$ cat config.mk
export PLATFORM = sky130hd
export DESIGN_NAME = ysyx_25040109_lsu
export DESIGN_NICKNAME = d
export VERILOG_FILES = /design/src/rtl/ysyx_25040109_pkg.sv /design/src/rtl/ysyx_25040109_lsu_align.sv /design/src/rtl/ysyx_25040109_lsu.sv
export SDC_FILE = /design/constraint.sdc
export NUM_CORES = 1
export LEC_CHECK = 0
export CAP_MARGIN = 20
export CORE_ASPECT_RATIO = 0.75
export CORE_MARGIN = 2
export CORE_UTILIZATION = 49
export DETAILED_ROUTE_END_ITERATION = 6
export GPL_TIMING_DRIVEN = 0
export PLACE_DENSITY = 0.85
export SYNTH_ARGS = -nofsm -noshare
export SYNTH_HDL_FRONTEND = slang
export SYNTH_HIERARCHICAL = 1
export SYNTH_SLANG_ARGS = --single-unit
$ cat constraint.sdc
create_clock -name clk -period 5.4 [get_ports clk]
set_input_delay 0.54 -clock clk [delete_from_list [all_inputs] [get_ports clk]]
set_output_delay 0.54 -clock clk [all_outputs]
set_load 0.01 [all_outputs]
$ cat src/rtl/ysyx_25040109_pkg.sv
// Shared constants for the load/store unit: opcodes, width selectors, FSM states.
package ysyx_25040109_pkg;

  localparam logic [6:0] OP_LOAD  = 7'b0000011;
  localparam logic [6:0] OP_STORE = 7'b0100011;

  localparam logic [2:0] F3_B  = 3'b000;
  localparam logic [2:0] F3_H  = 3'b001;
  localparam logic [2:0] F3_W  = 3'b010;
  localparam logic [2:0] F3_BU = 3'b100;
  localparam logic [2:0] F3_HU = 3'b101;

  typedef enum logic [1:0] {
    IDLE = 2'd0,
    REQ  = 2'd1,
    RESP = 2'd2,
    DONE = 2'd3
  } state_t;

endpackage

$ cat src/rtl/ysyx_25040109_lsu_align.sv
// Combinational byte-lane steering for stores, load extraction/extension,
// and legality check of the access width against the address offset.
module ysyx_25040109_lsu_align
  import ysyx_25040109_pkg::*;
#(
  parameter int ADDR_W = 32
) (
  input  logic [2:0]        funct3,
  input  logic              is_store,
  input  logic [1:0]        offset,
  input  logic [ADDR_W-1:0] store_data,
  input  logic [ADDR_W-1:0] rdata,
  output logic [3:0]        wmask,
  output logic [ADDR_W-1:0] wdata,
  output logic [ADDR_W-1:0] load_data,
  output logic              misaligned
);

  logic [ADDR_W-1:0] shifted;

  assign shifted = rdata >> {offset, 3'b000};

  // Each lane picks its source byte: replicated byte, replicated half, or straight word.
  // Halfword lanes follow the 0011<<offset pattern, which for aligned halves is lane/2 == offset[1].
  for (genvar gi = 0; gi < 4; gi++) begin : g_lane
    assign wdata[8*gi +: 8] = (funct3[1:0] == 2'b00) ? store_data[7:0] :
                              (funct3[1:0] == 2'b01) ? store_data[8*(gi%2) +: 8] :
                                                       store_data[8*gi +: 8];
    assign wmask[gi] = (funct3[1:0] == 2'b00) ? (offset == 2'(gi)) :
                       (funct3[1:0] == 2'b01) ? (offset[1] == 1'(gi / 2)) :
                                                1'b1;
  end

  // Load extraction with sign or zero extension from the shifted word.
  always_comb begin
    load_data = shifted;
    unique case (funct3)
      F3_B:    load_data = {{(ADDR_W-8){shifted[7]}}, shifted[7:0]};
      F3_BU:   load_data = {{(ADDR_W-8){1'b0}}, shifted[7:0]};
      F3_H:    load_data = {{(ADDR_W-16){shifted[15]}}, shifted[15:0]};
      F3_HU:   load_data = {{(ADDR_W-16){1'b0}}, shifted[15:0]};
      default: load_data = shifted;
    endcase
  end

  // Unsigned widths exist only for loads; any unknown width is reported as misaligned.
  always_comb begin
    misaligned = 1'b1;
    unique case (funct3)
      F3_B:    misaligned = 1'b0;
      F3_BU:   misaligned = is_store;
      F3_H:    misaligned = offset[0];
      F3_HU:   misaligned = is_store | offset[0];
      F3_W:    misaligned = (offset != 2'b00);
      default: misaligned = 1'b1;
    endcase
  end

endmodule

$ cat src/rtl/ysyx_25040109_lsu.sv
// Load/store stage: one instruction at a time, single-outstanding memory port,
// registered writeback output with valid/ready.
module ysyx_25040109_lsu
  import ysyx_25040109_pkg::*;
#(
  parameter int ADDR_W  = 32,
  parameter int TIMEOUT = 255
) (
  input  logic              clk,
  input  logic              rst_n,
  input  logic              in_valid,
  output logic              in_ready,
  input  logic [6:0]        in_opcode,
  input  logic [2:0]        in_funct3,
  input  logic [ADDR_W-1:0] in_result,
  input  logic [ADDR_W-1:0] in_store_data,
  input  logic [4:0]        in_rd,
  input  logic              in_reg_we,
  input  logic [ADDR_W-1:0] in_pc,
  output logic              mem_req,
  output logic              mem_we,
  output logic [ADDR_W-1:0] mem_addr,
  output logic [ADDR_W-1:0] mem_wdata,
  output logic [3:0]        mem_wmask,
  input  logic              mem_gnt,
  input  logic              mem_rvalid,
  input  logic [ADDR_W-1:0] mem_rdata,
  output logic              out_valid,
  input  logic              out_ready,
  output logic [4:0]        out_rd,
  output logic              out_reg_we,
  output logic [ADDR_W-1:0] out_data,
  output logic [ADDR_W-1:0] out_pc,
  output logic              out_fault
);

  localparam int TW = $clog2(TIMEOUT + 1);

  state_t            state, state_next;
  logic [TW-1:0]     timer_reg;
  logic [2:0]        funct3_reg;
  logic [ADDR_W-1:0] addr_reg;
  logic [ADDR_W-1:0] sdata_reg;
  logic              is_load_reg;
  logic              is_store_reg;

  logic              new_is_load, new_is_store, new_is_mem;
  logic              idle, at_limit;
  logic              take, land, expire;
  logic [2:0]        al_funct3;
  logic [1:0]        al_offset;
  logic              al_store;
  logic [3:0]        al_wmask;
  logic [ADDR_W-1:0] al_wdata, al_load;
  logic              al_mis;

  assign new_is_load  = (in_opcode == OP_LOAD);
  assign new_is_store = (in_opcode == OP_STORE);
  assign new_is_mem   = new_is_load | new_is_store;
  assign idle         = (state == IDLE);
  // Once past the limit (a grant arrived on the last REQ cycle) RESP expires at once.
  assign at_limit     = (timer_reg >= TW'(TIMEOUT - 1));

  // In IDLE the aligner judges the incoming instruction; afterwards it serves the latched one.
  assign al_funct3 = idle ? in_funct3       : funct3_reg;
  assign al_offset = idle ? in_result[1:0]  : addr_reg[1:0];
  assign al_store  = idle ? new_is_store    : is_store_reg;

  ysyx_25040109_lsu_align #(.ADDR_W(ADDR_W)) u_align (
    .funct3     (al_funct3),
    .is_store   (al_store),
    .offset     (al_offset),
    .store_data (sdata_reg),
    .rdata      (mem_rdata),
    .wmask      (al_wmask),
    .wdata      (al_wdata),
    .load_data  (al_load),
    .misaligned (al_mis)
  );

  // Request fields are driven only while the request is up, so idle/reset shows zeros.
  assign mem_we    = mem_req & is_store_reg;
  assign mem_addr  = mem_req ? {addr_reg[ADDR_W-1:2], 2'b00} : '0;
  assign mem_wdata = mem_we ? al_wdata : '0;
  assign mem_wmask = mem_we ? al_wmask : 4'b0000;

  // State register.
  always_ff @(posedge clk or negedge rst_n) begin
    if (!rst_n) state <= IDLE;
    else        state <= state_next;
  end

  // Next-state, handshake outputs and datapath update strobes.
  always_comb begin
    state_next = state;
    in_ready   = 1'b0;
    mem_req    = 1'b0;
    out_valid  = 1'b0;
    take       = 1'b0;
    land       = 1'b0;
    expire     = 1'b0;
    unique case (state)
      IDLE: begin
        in_ready = 1'b1;
        if (in_valid) begin
          take       = 1'b1;
          state_next = (!new_is_mem || al_mis) ? DONE : REQ;
        end
      end
      REQ: begin
        mem_req = 1'b1;
        if (mem_gnt && mem_rvalid) begin
          land       = 1'b1;
          state_next = DONE;
        end else if (mem_gnt) begin
          state_next = RESP;
        end else if (at_limit) begin
          expire     = 1'b1;
          state_next = DONE;
        end
      end
      RESP: begin
        if (mem_rvalid) begin
          land       = 1'b1;
          state_next = DONE;
        end else if (at_limit) begin
          expire     = 1'b1;
          state_next = DONE;
        end
      end
      DONE: begin
        out_valid = 1'b1;
        if (out_ready) state_next = IDLE;
      end
      default: state_next = IDLE;
    endcase
  end

  // Latch the instruction on accept and build the writeback record.
  always_ff @(posedge clk or negedge rst_n) begin
    if (!rst_n) begin
      funct3_reg   <= '0;
      addr_reg     <= '0;
      sdata_reg    <= '0;
      is_load_reg  <= 1'b0;
      is_store_reg <= 1'b0;
      out_rd       <= '0;
      out_pc       <= '0;
      out_data     <= '0;
      out_reg_we   <= 1'b0;
      out_fault    <= 1'b0;
    end else begin
      if (take) begin
        funct3_reg   <= in_funct3;
        addr_reg     <= in_result;
        sdata_reg    <= in_store_data;
        is_load_reg  <= new_is_load;
        is_store_reg <= new_is_store;
        out_rd       <= in_rd;
        out_pc       <= in_pc;
        if (!new_is_mem) begin
          out_data   <= in_result;
          out_reg_we <= in_reg_we;
          out_fault  <= 1'b0;
        end else if (al_mis) begin
          out_data   <= '0;
          out_reg_we <= 1'b0;
          out_fault  <= 1'b1;
        end else begin
          out_data   <= '0;
          out_reg_we <= in_reg_we & new_is_load;
          out_fault  <= 1'b0;
        end
      end
      if (land && is_load_reg) out_data <= al_load;
      if (expire) begin
        out_data   <= '0;
        out_reg_we <= 1'b0;
        out_fault  <= 1'b1;
      end
    end
  end

  // Wait-cycle counter: cleared on accept, advanced while a memory access is in flight.
  always_ff @(posedge clk or negedge rst_n) begin
    if (!rst_n)                             timer_reg <= '0;
    else if (take)                          timer_reg <= '0;
    else if (state == REQ || state == RESP) timer_reg <= timer_reg + TW'(1);
  end

endmodule

==> results of run 1 <==
==> power groups by stage <==
| stage | sequential (mW) | clock, mW | combinational [mW] |
|---|---|---|---|
| after floorplan | 1.99 | 0 | 1.93 |
| after global placement | 1.92 | 0 | 3.29 |
| after detailed placement | 1.94 | 0 | 3.36 |
| after CTS | 1.93 | 1.16 | 3.39 |
| after global routing | 1.99 | 1.20 | 3.74 |
| final | 1.93 | 1.15 | 3.42 |
==> placed cells by master (no fill, tap or decap), types with 3 or more instances in the layout <==
cell type / count
sky130_fd_sc_hd__nand2_1: 336
sky130_fd_sc_hd__clkdlybuf4s50_1: 289
sky130_fd_sc_hd__dfrtp_1: 150
sky130_fd_sc_hd__and2_1: 64
sky130_fd_sc_hd__mux2i_1: 50
sky130_fd_sc_hd__clkbuf_1: 40
sky130_fd_sc_hd__and3_1: 38
sky130_fd_sc_hd__mux2_2: 30
sky130_fd_sc_hd__a21oi_1: 30
sky130_fd_sc_hd__o22ai_2: 19
sky130_fd_sc_hd__buf_2: 17
sky130_fd_sc_hd__clkbuf_16: 17
sky130_fd_sc_hd__nand4_1: 13
sky130_fd_sc_hd__o22ai_1: 13
sky130_fd_sc_hd__o21ai_0: 12
sky130_fd_sc_hd__nor2b_1: 11
sky130_fd_sc_hd__buf_4: 11
sky130_fd_sc_hd__buf_1: 10
sky130_fd_sc_hd__nand3_1: 10
sky130_fd_sc_hd__nor2_1: 10
sky130_fd_sc_hd__inv_1: 9
sky130_fd_sc_hd__or2_2: 9
sky130_fd_sc_hd__buf_6: 7
sky130_fd_sc_hd__a22oi_1: 7
sky130_fd_sc_hd__a211oi_1: 7
sky130_fd_sc_hd__ha_1: 6
sky130_fd_sc_hd__clkinvlp_4: 5
sky130_fd_sc_hd__xor2_1: 4
sky130_fd_sc_hd__o21bai_1: 4
sky130_fd_sc_hd__or3_1: 3
sky130_fd_sc_hd__nand2b_1: 3
==> worst reg2reg max path, cell delays in order (launching register included) <==
cell and delay (ns):
sky130_fd_sc_hd__dfrtp_1 0.43, sky130_fd_sc_hd__inv_1 0.10, sky130_fd_sc_hd__ha_1 0.26, sky130_fd_sc_hd__buf_1 0.44, sky130_fd_sc_hd__mux2_2 0.24, sky130_fd_sc_hd__buf_2 0.17, sky130_fd_sc_hd__buf_2 0.25, sky130_fd_sc_hd__clkbuf_1 0.49
sky130_fd_sc_hd__nor4_1 0.14, sky130_fd_sc_hd__a21oi_1 0.27, sky130_fd_sc_hd__nor2_1 0.08, sky130_fd_sc_hd__o211ai_1 0.23, sky130_fd_sc_hd__a21oi_1 0.10
==> cell type report <==
type / count / share of cell area [%]
Multi-Input combinational cell: 709 / 34.0
Clock buffer: 21 / 3.82
Buffer: 82 / 3.44
Inverter: 9 / 0.280
Sequential cell: 150 / 31.1
Timing Repair Buffer: 291 / 24.3
Clock inverter: 10 / 0.819
Tap cell: 215 / 2.23
==> stage by stage <==
| step | setup WS [ns] | hold slack (ns) | cells | instance area [um^2] | TNS (ns) |
|---|---|---|---|---|---|
| after floorplan | 2.25 | 0.244 | 950 | 8300 | 0 |
| after CTS | 0.842 | 0.106 | 1487 | 12100 | 0 |
| final | 0.803 | 0.0918 | 1487 | 12100 | 0 |
| after detailed placement | 1.32 | 0.455 | 1456 | 11500 | 0 |
| after global placement | -2.39 | 0.451 | 1455 | 11500 | -355.85 |
| after global routing | 0.585 | 0.142 | 1487 | 12100 | 0 |
==> routing by layer <==
metal	vias to the layer above	part of all wire, %	routed length, um	GRT usage [%]
met3	52	7.7	2110	7.83
met1	3741	45	12500	42.1
met5	-	0	0	0
li1	3756	-	-	-
met4	0	2.7	741	11.9
met2	320	44	12100	48.0
==> cell families after synthesis <==
logic type,count (synthesis),share of synthesized area [%]
AOI/OAI and AO/OA,106,9.63
xor gates and xnor gates,6,0.633
adders and majority gates,6,0.904
buffers and inverters,91,5.41
DFF,150,45.2
muxes,80,10.1
other,1,0.0452
and+or+nand+nor,509,28.1
==> final timing paths <==
kind	from	to	slack, ns
max in group asynchronous	rst_n	out_pc[0]	4.43
setup reg to reg	state[0]	out_reg_we	2.06
setup / recovery	state[0]	mem_wdata[14]	0.80
min in group clk	addr_reg[18]	addr_reg[18]	0.47
hold / removal	rst_n	addr_reg[22]	0.09
hold reg to reg	addr_reg[18]	addr_reg[18]	0.47
==> flow_summary.html, run 1 <==
<table>
<tr><th>Metric</th><th>Value</th></tr>
<tr><th colspan="2">Clock tree</th></tr>
<tr><td>Clock Root Buffer</td><td>sky130_fd_sc_hd__clkbuf_16</td></tr>
<tr><td>Maximum count of clock buffers along a single path</td><td>2</td></tr>
<tr><td>Number of buffers inserted by post-CTS setup repair</td><td>0</td></tr>
<tr><td>TritonCTS clock tree</td><td>built</td></tr>
<tr><td>Number of levels in the clock H-tree</td><td>4</td></tr>
<tr><td>Sinks on Clock Net</td><td>150</td></tr>
<tr><td>Clock latency on the worst-skew pair</td><td>0.43 ns</td></tr>
<tr><td>Clock transition at path regs</td><td>0.06 ns</td></tr>
<tr><td>Number of gates resized after CTS</td><td>0</td></tr>
<tr><td>Number of hold buffers added after CTS</td><td>0</td></tr>
<tr><td>Clock buffer count from CTS</td><td>17</td></tr>
<tr><th colspan="2">Hold path</th></tr>
<tr><td>Worst min-delay path class</td><td>in -&gt; async</td></tr>
<tr><th colspan="2">Timing</th></tr>
<tr><td>Number of max-slew violations in the final report</td><td>0</td></tr>
<tr><td>Final Hold Vio Count</td><td>0</td></tr>
<tr><td>Achievable Freq</td><td>218 MHz</td></tr>
<tr><td>Actual slew at the worst max-slew pin</td><td>0.852 ns</td></tr>
<tr><td>Portion of the clock cycle consumed by the worst path in the final layout</td><td>85.1%</td></tr>
<tr><td>Worst slew margin relative to its limit</td><td>43.2%</td></tr>
<tr><td>Unrepaired setup endpoints after global routing</td><td>false</td></tr>
<tr><td>Min Clock Period, post-route</td><td>4.60 ns</td></tr>
<tr><td>Setup-violating endpoint count in the final report</td><td>0</td></tr>
<tr><td>Worst setup skew after layout</td><td>0.0106 ns</td></tr>
<tr><th colspan="2">Detailed routing</th></tr>
<tr><td>Router iterations before antenna repair</td><td>5</td></tr>
<tr><td>Total routed wirelength</td><td>27.5 mm</td></tr>
<tr><td># DRC</td><td>0</td></tr>
<tr><td>Post-detailed-route via-to-cell ratio</td><td>5.29</td></tr>
<tr><td>Count of routing violations after the opening detailed-route iteration</td><td>603</td></tr>
<tr><td>Remaining antenna violation count</td><td>0</td></tr>
<tr><td>Total via count in the routed design</td><td>7869</td></tr>
<tr><td>Final routed wire length divided by cell count</td><td>18.5 um</td></tr>
<tr><th colspan="2">Yosys</th></tr>
<tr><td>Seq/Total Area, Yosys</td><td>45.2%</td></tr>
<tr><td>Average cell area after synthesis</td><td>8.75 um^2</td></tr>
<tr><td>Synth warnings</td><td>6</td></tr>
<tr><td>Synth cell count leaders</td><td>sky130_fd_sc_hd__nand2_1 (336), sky130_fd_sc_hd__dfrtp_1 (150), sky130_fd_sc_hd__and2_1 (64)</td></tr>
<tr><td>Async S/R FF share, synth</td><td>100%</td></tr>
<tr><td>Synthesized flop and latch total</td><td>150</td></tr>
<tr><td>Netlist Area Pre-Place</td><td>8300 um^2</td></tr>
<tr><td>Most common cell in the synthesized netlist</td><td>sky130_fd_sc_hd__nand2_1</td></tr>
<tr><td>Fraction of post-synthesis cell area in the top cell type by area</td><td>45.2%</td></tr>
<tr><td>Largest cells by area after synthesis</td><td>sky130_fd_sc_hd__dfrtp_1 (45%), sky130_fd_sc_hd__nand2_1 (15%), sky130_fd_sc_hd__mux2i_1 (6.0%), sky130_fd_sc_hd__and2_1 (4.8%), sky130_fd_sc_hd__mux2_2 (4.1%)</td></tr>
<tr><td>EDFF count, synth</td><td>0</td></tr>
<tr><td>Dominant synthesized flop cell</td><td>sky130_fd_sc_hd__dfrtp_1</td></tr>
<tr><td>Number of instances in the synthesized netlist</td><td>949</td></tr>
<tr><td>Post-synth cell types</td><td>51</td></tr>
<tr><td>Cell accounting for the most synthesized area</td><td>sky130_fd_sc_hd__dfrtp_1</td></tr>
<tr><th colspan="2">Layout</th></tr>
<tr><td>Fillers</td><td>1277</td></tr>
<tr><td>Area growth from synthesis to layout</td><td>45.3%</td></tr>
<tr><td>Footprint of the multi-input gates</td><td>4100 um^2</td></tr>
<tr><td>Share of cells above drive strength 1</td><td>10.2%</td></tr>
<tr><td>Final design utilization</td><td>72.1%</td></tr>
<tr><td>Combined flip-flop and latch cell area</td><td>3750 um^2</td></tr>
<tr><td>Diodes inserted</td><td>0</td></tr>
<tr><td>Final net count</td><td>1416</td></tr>
<tr><th colspan="2">Power and ir drop</th></tr>
<tr><td>Internal Pwr Total</td><td>3.92 mW</td></tr>
<tr><td>Clock power share</td><td>17.6%</td></tr>
<tr><td>Power per unit of standard cell area</td><td>539 nW/um^2</td></tr>
<tr><td>Static leakage</td><td>5.58 nW</td></tr>
<tr><td>Sequential share of power</td><td>29.8%</td></tr>
<tr><td>Sw Ratio</td><td>39.7%</td></tr>
<tr><td>Total power draw</td><td>6.50 mW</td></tr>
<tr><td>Power share of the combinational group</td><td>52.6%</td></tr>
<tr><td>Net switching power</td><td>2.58 mW</td></tr>
<tr><td>VDD IR-drop max</td><td>260 uV</td></tr>
<tr><th colspan="2">Die</th></tr>
<tr><td>Ports placed on the boundary</td><td>293</td></tr>
<tr><td>Placeable core region</td><td>16700 um^2</td></tr>
<tr><td>Total die area</td><td>18000 um^2</td></tr>
<tr><td>Std-Cell Rows</td><td>41</td></tr>
<tr><td>Horizontal die dimension</td><td>154 um</td></tr>
<tr><td>Die Y</td><td>117 um</td></tr>
<tr><td>Effective utilization at floorplan</td><td>49.6%</td></tr>
<tr><th colspan="2">Place</th></tr>
<tr><td>Count of buffers inserted at the top-level ports</td><td>290</td></tr>
<tr><td>DP HPWL</td><td>20.4 mm</td></tr>
<tr><td>Weighted congestion at the end of routability-driven global placement</td><td>0.905</td></tr>
<tr><th colspan="2">Setup path</th></tr>
<tr><td>Combined buffer and inverter count along the critical path</td><td>5</td></tr>
<tr><td>Critical path required time</td><td>4.86 ns</td></tr>
<tr><td>Setup crit end kind</td><td>output port</td></tr>
<tr><td>Delay of the slowest cell on the worst path</td><td>0.49 ns</td></tr>
<tr><td>Top cell family by delay on the critical path</td><td>buffers and inverters</td></tr>
<tr><td>Critical path peak fanout</td><td>10</td></tr>
<tr><td>Setup CP Type</td><td>reg -&gt; out</td></tr>
<tr><td>Crit path cell chain</td><td>inv_1 &gt; ha_1 &gt; buf_1 &gt; mux2_2 &gt; clkbuf_1 &gt; nor2_2 &gt; buf_2 &gt; mux2_2 &gt; and3_1 &gt; clkdlybuf4s50_1</td></tr>
<tr><td>Kind of launch point of the worst setup path</td><td>flop</td></tr>
<tr><td>Worst path slowest cell</td><td>sky130_fd_sc_hd__clkdlybuf4s50_1</td></tr>
<tr><td>R2r worst-path depth</td><td>12</td></tr>
<tr><td>Data arrival time at the worst-slack endpoint</td><td>4.06 ns</td></tr>
<tr><td>Total number of cells along the worst setup path</td><td>10</td></tr>
<tr><td>Most prevalent standard cell on the critical path</td><td>sky130_fd_sc_hd__mux2_2</td></tr>
<tr><th colspan="2">GRT</th></tr>
<tr><td>Initial antenna violation count</td><td>0</td></tr>
<tr><td>Combined global-route utilization of all metal layers</td><td>30.8%</td></tr>
<tr><td>Wire length of the first global-routing pass</td><td>42.6 mm</td></tr>
<tr><td>Vias in the first global route</td><td>7855</td></tr>
<tr><td>Congestion Overflow GR</td><td>0</td></tr>
<tr><td>Largest net degree at the start of global routing</td><td>91</td></tr>
<tr><th colspan="2">Run</th></tr>
<tr><td>Number of maximum-capacitance violations</td><td>0</td></tr>
<tr><th colspan="2">Run status</th></tr>
<tr><td>Status</td><td>finished, final reports clean</td></tr>
</table>
Power figures use the tool's default switching activity.
==> run 2, diff against run 1 <==
Settings changed: SETUP_SLACK_MARGIN set to 0.15.
==> results of run 2 <==
Same layout as run 1: the final DEF is identical, and so are final timing and power.
